`config.mk`:
```
export PLATFORM = sky130hd
export DESIGN_NAME = reg_wb_arb
export DESIGN_NICKNAME = d
export VERILOG_FILES = /design/src/rtl/reg_wb_arb.sv
export SDC_FILE = /design/constraint.sdc
export NUM_CORES = 1
export LEC_CHECK = 0
export CELL_PAD_IN_SITES_DETAIL_PLACEMENT = 1
export CELL_PAD_IN_SITES_GLOBAL_PLACEMENT = 1
export CORE_ASPECT_RATIO = 1.5
export CORE_MARGIN = 2
export CORE_UTILIZATION = 35
export CTS_CLUSTER_SIZE = 10
export DETAILED_ROUTE_END_ITERATION = 10
export HOLD_SLACK_MARGIN = 0.1
export PLACE_DENSITY_LB_ADDON = 0.1
export SYNTH_ARGS = -nofsm -noshare
export SYNTH_HDL_FRONTEND = slang
export SYNTH_SLANG_ARGS = --single-unit
```
`constraint.sdc`:
```
create_clock -name REG_WB_ARB_CLK -period 6.3 [get_ports REG_WB_ARB_CLK]
set_clock_uncertainty 0.1 [all_clocks]
set_input_delay 1.26 -clock REG_WB_ARB_CLK [delete_from_list [all_inputs] [get_ports REG_WB_ARB_CLK]]
set_output_delay 1.26 -clock REG_WB_ARB_CLK [all_outputs]
set_load 0.005 [all_outputs]
```
`src/rtl/reg_wb_arb.sv`:
```
// Writeback arbiter for three result sources (ALU, LOAD, MULDIV) feeding one
// register-file write port, plus a pending-write scoreboard for hazard checks.
module reg_wb_arb #(
    parameter int unsigned RR_EN = 1
) (
    input  logic        REG_WB_ARB_CLK,
    input  logic        REG_WB_ARB_RST_N,
    input  logic [2:0]  REG_WB_ARB_valid,
    input  logic [4:0]  REG_WB_ARB_rd0,
    input  logic [4:0]  REG_WB_ARB_rd1,
    input  logic [4:0]  REG_WB_ARB_rd2,
    input  logic [31:0] REG_WB_ARB_data0,
    input  logic [31:0] REG_WB_ARB_data1,
    input  logic [31:0] REG_WB_ARB_data2,
    output logic [2:0]  REG_WB_ARB_ready,
    input  logic        REG_WB_ARB_issue_valid,
    input  logic [4:0]  REG_WB_ARB_issue_rd,
    output logic        REG_WB_ARB_issue_ready,
    input  logic [4:0]  REG_WB_ARB_adr1,
    input  logic [4:0]  REG_WB_ARB_adr2,
    output logic        REG_WB_ARB_busy1,
    output logic        REG_WB_ARB_busy2,
    output logic        REG_WB_ARB_wf_en,
    output logic [4:0]  REG_WB_ARB_wf_wa,
    output logic [31:0] REG_WB_ARB_wf_wd
);

    localparam int unsigned N_REQ = 3;
    localparam int unsigned AW    = 5;
    localparam int unsigned DW    = 32;
    localparam int unsigned N_REG = 32;

    logic [1:0]       rr_ptr_q;
    logic [N_REG-1:0] pending_q;
    logic [N_REG-1:0] pending_d;
    logic [N_REQ-1:0] grant;
    logic [1:0]       gidx;
    logic [1:0]       cand;
    logic             found;
    logic             accept;
    logic             commit;
    logic             issue_fire;
    logic [AW-1:0]    sel_rd;
    logic [DW-1:0]    sel_data;

    // Pick the winning requester: rotating after the last grant, or lowest index.
    always_comb begin
        found = 1'b0;
        gidx  = 2'd0;
        cand  = 2'd0;
        grant = '0;
        if (RR_EN != 0) begin
            for (int unsigned k = 1; k <= N_REQ; k++) begin
                cand = 2'((32'(rr_ptr_q) + k) % N_REQ);
                if (!found && REG_WB_ARB_valid[cand]) begin
                    found = 1'b1;
                    gidx  = cand;
                end
            end
        end else begin
            for (int unsigned k = 0; k < N_REQ; k++) begin
                if (!found && REG_WB_ARB_valid[k]) begin
                    found = 1'b1;
                    gidx  = 2'(k);
                end
            end
        end
        if (found) begin
            grant = 3'(3'b001 << gidx);
        end
    end

    // Grant is suppressed while reset is held so nothing is accepted.
    always_comb begin
        REG_WB_ARB_ready = REG_WB_ARB_RST_N ? grant : '0;
        accept           = found && REG_WB_ARB_RST_N;
    end

    // Route the granted requester's destination and data.
    always_comb begin
        case (gidx)
            2'd0:    begin sel_rd = REG_WB_ARB_rd0; sel_data = REG_WB_ARB_data0; end
            2'd1:    begin sel_rd = REG_WB_ARB_rd1; sel_data = REG_WB_ARB_data1; end
            default: begin sel_rd = REG_WB_ARB_rd2; sel_data = REG_WB_ARB_data2; end
        endcase
        commit = accept && (sel_rd != '0);
    end

    // Hazard lookups; pending bit 0 is never set, so x0 always reads as free.
    always_comb begin
        REG_WB_ARB_issue_ready = (REG_WB_ARB_issue_rd == '0) || !pending_q[REG_WB_ARB_issue_rd];
        REG_WB_ARB_busy1       = pending_q[REG_WB_ARB_adr1];
        REG_WB_ARB_busy2       = pending_q[REG_WB_ARB_adr2];
        issue_fire             = REG_WB_ARB_issue_valid && REG_WB_ARB_issue_ready
                                 && (REG_WB_ARB_issue_rd != '0);
    end

    // Scoreboard next state: retire the write in flight, then record a new claim.
    always_comb begin
        pending_d = pending_q;
        if (REG_WB_ARB_wf_en) begin
            pending_d[REG_WB_ARB_wf_wa] = 1'b0;
        end
        if (issue_fire) begin
            pending_d[REG_WB_ARB_issue_rd] = 1'b1;
        end
        pending_d[0] = 1'b0;
    end

    // State and registered write port; reset drops any write in flight.
    always_ff @(posedge REG_WB_ARB_CLK or negedge REG_WB_ARB_RST_N) begin
        if (!REG_WB_ARB_RST_N) begin
            rr_ptr_q         <= 2'd2;
            pending_q        <= '0;
            REG_WB_ARB_wf_en <= 1'b0;
            REG_WB_ARB_wf_wa <= '0;
            REG_WB_ARB_wf_wd <= '0;
        end else begin
            if (accept && (RR_EN != 0)) begin
                rr_ptr_q <= gidx;
            end
            pending_q        <= pending_d;
            REG_WB_ARB_wf_en <= commit;
            REG_WB_ARB_wf_wa <= commit ? sel_rd : '0;
            REG_WB_ARB_wf_wd <= commit ? sel_data : '0;
        end
    end

endmodule

```
# Word level (Yosys, flattened, before mapping)
# Cells that the tools add are included.
[op_classes]
add_sub_neg = 3
multipliers = 0
div_mod_pow = 3
magnitude_cmp = 9
n_eq_ne = 1
n_shift = 1
muxes = 30
bitwise = 3
reduce_logical = 16
[ops]
columns = ["cell", "n"]
rows = [
  ["remainder unit 32 x 2 -> 32 bit, second input constant", 3],
  ["2-to-1 mux 32 bit", 3],
  ["case mux 32 bit (2 select lines)", 1],
  ["bitwise AND 32 bit", 1],
  ["inverter 32 bit", 1],
  ["bitwise OR 32 bit", 1],
  ["less-than comparator 5 x 6 -> 1 bit, second input constant", 4],
  ["binary-select mux 1 bit (select 5 bit)", 3],
  ["2-to-1 mux 1 bit", 11],
  ["demux 1 bit (select 5 bit)", 2],
  [">= comparator 5 x 1 -> 1 bit, second input constant", 2],
  ["case mux 5 bit (2 select lines)", 1],
  ["nonzero test 5 bit", 2],
  ["less-than comparator 2 x 3 -> 1 bit, second input constant", 3],
  ["logical AND 1 bit", 8],
  ["adder 2 x 2 -> 3 bit, second input constant", 2],
  ["binary-select mux 1 bit (select 2 bit)", 3],
  ["2-to-1 mux 2 bit", 3],
  ["2-to-1 mux 3 bit", 2],
  ["zero test 5 bit", 1],
  ["2-to-1 mux 5 bit", 1],
  ["adder 2 x 1 -> 3 bit, second input constant", 1],
  ["zero test 1 bit", 3],
  ["<< shifter 1 x 2 -> 3 bit, first input constant", 1],
  ["other kinds (3)", 3],
]
[totals]
ff_bits = 71
latch_bits = 0
mem_bits_rw = 0
rom_bits = 0
inputBits = 132
n_memories = 0

# Longest topological paths before layout
# Gate-level depths: netlist of run 1.
[logic_depth]
depth_word = 16
ltp_mapped = 12
ltp_nobuf = 9

# Worst setup path before layout of run 1
# Ideal clock, no wire load.
[synth_path]
path_type = "input -> output"
from = "in REG_WB_ARB_adr1[0]"
to = "out REG_WB_ARB_busy1"
arrival_time_ns = 2.944
path_slack_ns = 1.996
stages = 4
cell_sequence = "clkbuf_1 -> mux4_2 -> mux4_2 -> mux2_2"
[synth_between]
elab_chain_cells = 2
[synth_lines]
columns = ["element", "line", "rtl"]
rows = [
  ["from (decl)", "19", "input logic [4:0] REG_WB_ARB_adr1,"],
  ["binary-select mux 1 bit (select 5 bit)", "92", "REG_WB_ARB_busy1 = pending_q[REG_WB_ARB_adr1];"],
  ["2-to-1 mux 1 bit (implied by the code)", "92", ""],
  ["to (decl)", "21", "output logic REG_WB_ARB_busy1,"],
]
# No other way between the ends. The select of a mux whose other input is x is not followed.

# Worst setup path after layout of run 1
[layout_path]
from = "in REG_WB_ARB_issue_rd[0]"
to = "out REG_WB_ARB_issue_ready"
[layout_between]
elab_chain_cells = 4
[layout_lines]
columns = ["element", "line", "rtl"]
rows = [
  ["from (decl)", "17", "input logic [4:0] REG_WB_ARB_issue_rd,"],
  ["binary-select mux 1 bit (select 5 bit)", "91", "REG_WB_ARB_issue_ready = (REG_WB_ARB_issue_rd == '0) || !pending_q[REG_WB_ARB_issue_rd];"],
  ["2-to-1 mux 1 bit (implied by the code)", "91", ""],
  ["zero test 1 bit", "91", ""],
  ["logical OR 1 bit *", "91", ""],
  ["to (decl)", "18", "output logic REG_WB_ARB_issue_ready,"],
]
# Mark *: on every way between the ends. The rest lies on a longest branch, timed or not. The select of a mux whose other input is x is not followed.

==> impl_results.rst, run 1 <==
.. list-table::
   :header-rows: 1

   * - Metric
     - Value
   * - Run status
     - complete, no violations
   * - Root buffer cell
     - sky130_fd_sc_hd__clkbuf_16
   * - Total of cells resized after clock tree synthesis
     - 0
   * - Worst-case vdd ir drop
     - 182 uV
   * - Setup repair after global routing missed its margin
     - no
   * - Effective utilization at floorplan
     - a little over a third
   * - Cts bufs inserted
     - 9
   * - Final-report hold violation count
     - 0
   * - Buffer levels on the longest clock path
     - 2
   * - Register clock-pin slew on the reported worst setup and hold paths
     - roughly 0.050 ns
   * - Top cells by area, synth
     - sky130_fd_sc_hd__dfrtp_1 42%, sky130_fd_sc_hd__mux4_2 14%, sky130_fd_sc_hd__a222oi_1 7.7%
   * - Worst Path Class, Setup
     - primary input to output pin
   * - Final ANT Viol Nets
     - 0
   * - Wire length of the first global-routing pass
     - approximately 24,000 um
   * - Total Routing Usage GR
     - between 20% and 30%
   * - Crit-path max cell delay
     - roughly 0.9 ns
   * - Fraction of synthesis flops using an asynchronous set or reset pin
     - 100%
   * - Share of synthesized area occupied by flip-flops and latches
     - 42.9%
   * - Area share of the largest cell type after synthesis
     - between 40% and 50%
   * - Mean post-synth cell area
     - ~11 um2
   * - #FFs+latches synth
     - slightly above 70
   * - Via count of the first global-routing pass
     - between 4,000 and 5,000
   * - Half-perimeter wire length after placement
     - 12,000 um
   * - Maximum capacitance violations
     - 0
   * - Vias per cell
     - a little under 6
   * - DRC violation count after routing
     - 0
   * - Total of endpoints with negative setup slack in the final report
     - 0
   * - Relative max-transition margin
     - 43.7%
   * - Cells after synthesis
     - 370
   * - Period utilisation layout
     - a little under nine tenths
   * - Pleak
     - about 2.3 nW
   * - Syn_nets
     - 505
   * - Fin Setup TNS
     - 0 ns
   * - Placed Instance Area
     - approximately 6000 um2
   * - Most used cell along the critical path
     - sky130_fd_sc_hd__clkdlybuf4s50_1
   * - Via Count
     - roughly 4,000
   * - Core Region
     - 11,500 um2
   * - IO buf count
     - between 150 and 200
   * - Number of top-level pins
     - 176
   * - 1st-iter DRT viols
     - between 200 and 300
   * - GP Congestion
     - 0.919
   * - Pin count of the biggest net entering global routing
     - between 60 and 70
   * - Diode insertion count for antenna repair
     - 0
   * - Post CTS Setup Buffer Count
     - 0
   * - Die Width
     - around 93 um
   * - Total power of the final layout
     - around 2.7 mW
   * - Overall die area
     - between 10,000 and 15,000 um2
   * - Library cell with the largest summed area after synthesis
     - sky130_fd_sc_hd__dfrtp_1
   * - Worst Hold Margin
     - between 0.4 and 0.5 ns
   * - Worst path required time
     - 4.94 ns
   * - Measured slew at the worst slew-check pin
     - between 0.8 and 0.9 ns
   * - Mean routed wirelength per cell
     - 22.0 um
   * - Type of origin of the critical path
     - primary input
   * - Kind of end point of the critical path
     - output pin
   * - Number of H-tree levels
     - 3
   * - Max frequency
     - around 190 MHz
   * - Most frequently used flop master after synthesis
     - sky130_fd_sc_hd__dfrtp_1
   * - PwrDens
     - around 420 nW/um2
   * - Final non-filler cell area
     - 6320 um2
   * - Cell breakdown of the critical path
     - clkdlybuf4s50_1 -> mux4_2 -> nand2b_1 -> o41ai_1 -> nor4_1 -> and2_1 -> clkdlybuf4s50_1
   * - Number of sinks driven by the clock tree
     - between 70 and 80
   * - Overflow left after global routing
     - 0
   * - Number of buffers and inverters on the critical path
     - 2
   * - Later-pin clock latency in the skew report
     - 0.33 ns
   * - Post-layout nets
     - roughly 670
   * - Final slew viol count
     - 0
   * - P&R area growth vs syn
     - 52.7%
   * - Setup Slack @ Placement
     - between 0.9 and 1 ns
   * - Die height
     - roughly 140 um
   * - Warning count from the yosys run
     - 0
   * - Unique cell type count in the Yosys netlist
     - 54
   * - WP data arrival
     - about 4 ns
   * - Post-Syn Area
     - slightly above 4000 um2
   * - Total number of placement rows
     - 48
   * - Cts-stage hold buffer count
     - 0
   * - CTS tree
     - built
   * - Worst Hold Class
     - flop to flop
   * - Largest delay share family, worst path
     - buffers and inverters
   * - Number of enable-type register cells in the synthesized netlist
     - 0
   * - Crit Path Max Fanout
     - 13
   * - Ratio of cells with drive above 1 in the final layout
     - around 18%
   * - WL final
     - roughly 15,000 um
   * - Least setup slack across all paths after layout
     - 0.922 ns
   * - Min Tclk post-route
     - approximately 5.4 ns
   * - Number of fill cells in the layout
     - 1,252
   * - Number of antenna violations at the first check in global routing
     - 0
   * - CP max stage cell
     - sky130_fd_sc_hd__clkdlybuf4s50_1
   * - TritonRoute pass-1 iters
     - 8
kinds of logic after synthesis:
logic type / count (synthesis) / share of synthesized area [%]
buffers and inverters: 34 / 4.11
adder cells (fa/ha/maj): 3 / 0.906
multiplexers: 31 / 15.2
AO/OA/AOI/OAI: 127 / 21.5
flip-flops: 71 / 42.9
AND/OR/NAND/NOR: 104 / 15.4
area by class of cell:
| class | count | area [um2] | area share [%] |
|---|---|---|---|
| multi-input cells | 265 | 2190 | 34.7 |
| inverters | 10 | 37.5 | 0.593 |
| well taps | 150 | 188 | 2.97 |
| repair buffers | 181 | 1790 | 28.4 |
| clock buffers | 11 | 253 | 4.00 |
| clock inverters | 5 | 80.1 | 1.27 |
| flip-flops and latches | 71 | 1780 | 28.1 |
cells in the mapped netlist (all sizes together), types with 2 or more instances:
cell / number
dfrtp: 70
o21ai: 69
nor2: 36
a222oi: 32
mux4: 25
buf: 12
clkbuf: 12
and2: 10
inv: 10
nand2: 9
nand3b: 9
nand2b: 6
nor2b: 6
or3b: 6
a21oi: 5
mux2: 5
nand3: 5
a221o: 4
ha: 3
nor3: 3
or2: 3
or3: 3
a21boi: 2
a21o: 2
a22o: 2
o22ai: 2
o41ai: 2
or4: 2
worst paths after layout:
check,cells past startpoint,end,start,slack (ns)
max,7,REG_WB_ARB_issue_ready,REG_WB_ARB_issue_rd[0],0.92
min,1,rr_ptr_q[1],rr_ptr_q[1],0.43
max reg2reg,11,REG_WB_ARB_wf_wd[0],rr_ptr_q[1],2.76
min reg2reg,1,rr_ptr_q[1],rr_ptr_q[1],0.43
max in group asynchronous,2,REG_WB_ARB_wf_wd[19],REG_WB_ARB_RST_N,4.41
min in group asynchronous,1,pending_q[2],REG_WB_ARB_RST_N,0.64
registers in the layout (all words and copies together), names as in the netlist:
register and flops:
rr_ptr_q 2, REG_WB_ARB_wf_en 1, REG_WB_ARB_wf_wd 32, pending_q 31, REG_WB_ARB_wf_wa 5
layer usage:
layer | up-vias | track usage [%] | wire length, um
met4 | 0 | 13.6 | 702
met1 | 1998 | 24.0 | 5010
met3 | 48 | 5.47 | 928
met5 | - | 0 | 0
met2 | 198 | 47.3 | 8630
li1 | 1794 | - | -
report_power, final:
part,leakage [nW],total (mW),switching [mW],internal [mW]
clock network,0.158,0.557,0.190,0.367
registers,0.835,0.831,0.182,0.648
logic,1.35,1.27,0.601,0.669
total,2.35,2.66,0.973,1.68
stage by stage:
| step | util [%] | cells |
|---|---|---|
| detailed placement | 52.0 | 677 |
| finish | 54.9 | 693 |
| global placement | 52.0 | 677 |
| global route | 54.9 | 693 |
| CTS | 54.9 | 693 |
| floorplan | - | 370 |
placed cells by master, fill, tap and decap left out, drive strengths merged, types with 2 or more instances in the layout:
cell / n
clkdlybuf4s50: 174
dfrtp: 70
o21ai: 69
nor2: 36
a222oi: 32
mux4: 25
clkbuf: 11
and2: 10
inv: 10
nand3b: 9
nand2: 9
buf: 7
nand2b: 6
nor2b: 6
or3b: 6
a21oi: 5
nand3: 5
mux2: 5
a221o: 4
or3: 3
nor3: 3
ha: 3
or2: 3
a22o: 2
o22ai: 2
or4: 2
a21o: 2
clkinvlp: 2
bufinv: 2
a21boi: 2
o41ai: 2
No activity file was read; power rests on OpenSTA's default activity.
==> inputs of run 2 (changes only) <==
--- a/config.mk
+++ b/config.mk
@@ -14,6 +14,7 @@
 export DETAILED_ROUTE_END_ITERATION = 10
 export HOLD_SLACK_MARGIN = 0.1
 export PLACE_DENSITY_LB_ADDON = 0.1
+export REMOVE_ABC_BUFFERS = 1
 export SYNTH_ARGS = -nofsm -noshare
 export SYNTH_HDL_FRONTEND = slang
 export SYNTH_SLANG_ARGS = --single-unit
==> run 2 against run 1 <==
Sequential power decreased by 2.5%. Combinational power hardly changed. Critical path depth stayed put. First-iteration DRC count shrank 15%. Final cell count decreased by 0.14%. Non-clock buffer count shrank 1.
==> impl_results.rst, run 2 (synthesis gave the netlist of run 1 again) <==
.. list-table::
   :header-rows: 1

   * - Metric
     - Value
   * - Total number of placement rows
     - between 40 and 50
   * - Kind of end point of the critical path
     - output pin
   * - Post CTS Setup Buffer Count
     - 0
   * - Final-report hold violation count
     - 0
   * - Overall die area
     - between 10,000 and 15,000 um2
   * - Least setup slack across all paths after layout
     - approximately 0.8 ns
   * - PwrDens
     - 407 nW/um2
   * - Worst Hold Class
     - flop to flop
   * - Portion of total power attributed to the clock network
     - ~18%
   * - Reg-to-Reg End
     - REG_WB_ARB_wf_wd[0]
   * - Maximum capacitance violations
     - 0
   * - WL final
     - 15,600 um
   * - Total power of the final layout
     - between 2 and 3 mW
   * - Depth of the worst hold-timing path
     - 1
   * - Core Region
     - 11,500 um2
   * - Share of power burned in registers
     - 31.9%
   * - Effective utilization at floorplan
     - a little over a third
   * - P&R area growth vs syn
     - 50.9%
   * - Number of fill cells in the layout
     - 1,249
   * - Ratio of cells with drive above 1 in the final layout
     - approximately 17%
   * - Total of cells resized after clock tree synthesis
     - 0
   * - Worst-case vdd ir drop
     - about 170 uV
   * - Setup Slack @ Placement
     - a little over 0.8 ns
   * - Final slew viol count
     - 0
   * - Number of top-level pins
     - ~180
   * - Via Count
     - ~4,000
   * - Die Width
     - between 90 and 100 um
   * - 1st-iter DRT viols
     - approximately 220
   * - IO buf count
     - about 180
   * - Vias per cell
     - between 5 and 6
   * - Pin count of the biggest net entering global routing
     - 72
   * - Reported net switching power
     - about 0.96 mW
   * - Top Registers
     - REG_WB_ARB_wf_wd (32), pending_q (31), REG_WB_ARB_wf_wa (5)
   * - Pleak
     - around 2.3 nW
   * - Beginning of the worst register-to-register path
     - rr_ptr_q[1]
   * - Worst R2R Setup Slack
     - between 2 and 3 ns
   * - Fraction of power consumed by combinational cells
     - roughly half
   * - CP max stage cell
     - sky130_fd_sc_hd__clkdlybuf4s50_1
   * - Cell internal pwr
     - roughly 1.6 mW
   * - Buffer levels on the longest clock path
     - 2
   * - Diode insertion count for antenna repair
     - 0
   * - Largest delay share family, worst path
     - buffers and inverters
   * - WP data arrival
     - around 4.1 ns
   * - Met3 layer usage reported by global route
     - a little under 7%
   * - DRC violation count after routing
     - 0
   * - Half-perimeter wire length after placement
     - roughly 12,000 um
   * - Most flops, register
     - REG_WB_ARB_wf_wd
   * - Worst Path Class, Setup
     - primary input to output pin
   * - Final ANT Viol Nets
     - 0
   * - GP Congestion
     - roughly 0.94
   * - TritonRoute pass-1 iters
     - 9
   * - Period utilisation layout
     - ~87%
   * - Cts-stage hold buffer count
     - 0
   * - Relative max-transition margin
     - between 30% and 40%
   * - Total Routing Usage GR
     - between 20% and 30%
   * - Cts bufs inserted
     - 9
   * - Overflow left after global routing
     - 0
   * - Die height
     - about 140 um
   * - Crit-path max cell delay
     - slightly below 0.9 ns
   * - Min Tclk post-route
     - about 5.5 ns
   * - Run status
     - complete, no violations
   * - Global routing's busiest layer
     - met2
   * - Non-filler instance count after layout
     - just under 700
   * - Cell count along the critical path
     - 7
   * - Number of H-tree levels
     - 3
   * - Root buffer cell
     - sky130_fd_sc_hd__clkbuf_16
   * - Register clock-pin slew on the reported worst setup and hold paths
     - ~0.060 ns
   * - Core occupancy in the finished layout
     - a little over half
   * - Fin Setup TNS
     - 0 ns
   * - Number of antenna violations at the first check in global routing
     - 0
   * - Type of origin of the critical path
     - primary input
   * - Wire length of the first global-routing pass
     - 24,500 um
   * - Switching power as a share of total power
     - a little under two fifths
   * - Combined area of the multi-input logic cells
     - ~2200 um2
   * - Post-layout nets
     - 672
   * - Worst setup path start
     - REG_WB_ARB_issue_rd[0]
   * - Commonest cells after routing, fill and taps aside
     - 174 x sky130_fd_sc_hd__clkdlybuf4s50_1, 70 x sky130_fd_sc_hd__dfrtp_1, 36 x sky130_fd_sc_hd__o21ai_0, 32 x sky130_fd_sc_hd__o21ai_1, 32 x sky130_fd_sc_hd__a222oi_1
   * - Number of buffers and inverters on the critical path
     - 2
   * - Leading cell type in the layout, fill and taps excluded
     - sky130_fd_sc_hd__clkdlybuf4s50_1
   * - Critical path destination
     - REG_WB_ARB_issue_ready
   * - Worst path required time
     - 4.94 ns
   * - Later-pin clock latency in the skew report
     - 0.33 ns
   * - Number of flip-flops in the largest register
     - 32
   * - Mean routed wirelength per cell
     - ~22 um
   * - CTS tree
     - built
   * - Crit Path Max Fanout
     - 13
   * - Register Area
     - 1780 um2
   * - Length in cells of the worst reg-to-reg path
     - 11
   * - Via count of the first global-routing pass
     - between 4,000 and 5,000
   * - Most used cell along the critical path
     - sky130_fd_sc_hd__clkdlybuf4s50_1
   * - Number of placed instances with taps included
     - about 680
   * - GR Util met1
     - between 20% and 30%
   * - Max frequency
     - 182 MHz
   * - Setup repair after global routing missed its margin
     - no
   * - Cell breakdown of the critical path
     - clkdlybuf4s50_1 -> mux4_2 -> nand2b_1 -> o41ai_1 -> nor4_1 -> and2_1 -> clkdlybuf4s50_1
   * - Met2 routing resource usage after global routing
     - ~48%
   * - Measured slew at the worst slew-check pin
     - approximately 0.91 ns
   * - Total of endpoints with negative setup slack in the final report
     - 0
   * - Number of sinks driven by the clock tree
     - 71
run 2: final cells by class:
| type | count | share of cell area, % |
|---|---|---|
| Clock inverter | 6 | 0.620 |
| Tap cell | 150 | 3.00 |
| Timing Repair Buffer | 180 | 28.6 |
| Inverter | 10 | 0.600 |
| Clock buffer | 10 | 3.66 |
| Multi-Input combinational cell | 265 | 35.1 |
| Sequential cell | 71 | 28.4 |
run 2: metal layers:
layer,part of all wire [%],vias up
met3,6.9,30
li1,-,1795
met1,34,2003
met5,0,-
met2,56,183
met4,2.8,0
run 2: per-stage QoR:
stage | hold slack [ns] | area, um2
floorplan | 0.403 | 4010
global placement | 0.413 | 5980
detailed placement | 0.430 | 5980
CTS | 0.438 | 6250
global route | 0.442 | 6250
finish | 0.436 | 6250
run 2: worst min path at each step:
stage / start / to
3_5_place_dp: rr_ptr_q[1] / rr_ptr_q[1]
4_1_cts: rr_ptr_q[1] / rr_ptr_q[1]
3_3_place_gp: rr_ptr_q[1] / rr_ptr_q[1]
5_1_grt: rr_ptr_q[1] / rr_ptr_q[1]
2_1_floorplan: rr_ptr_q[1] / rr_ptr_q[1]
6_report: rr_ptr_q[1] / rr_ptr_q[1]
run 2: power groups by stage:
stage,Clock (mW),Combinational (mW),Sequential (mW)
after floorplan,0,0.677,0.766
after global placement,0,1.26,0.803
after detailed placement,0,1.29,0.813
after CTS,0.465,1.29,0.807
after global routing,0.490,1.40,0.831
final,0.453,1.28,0.810
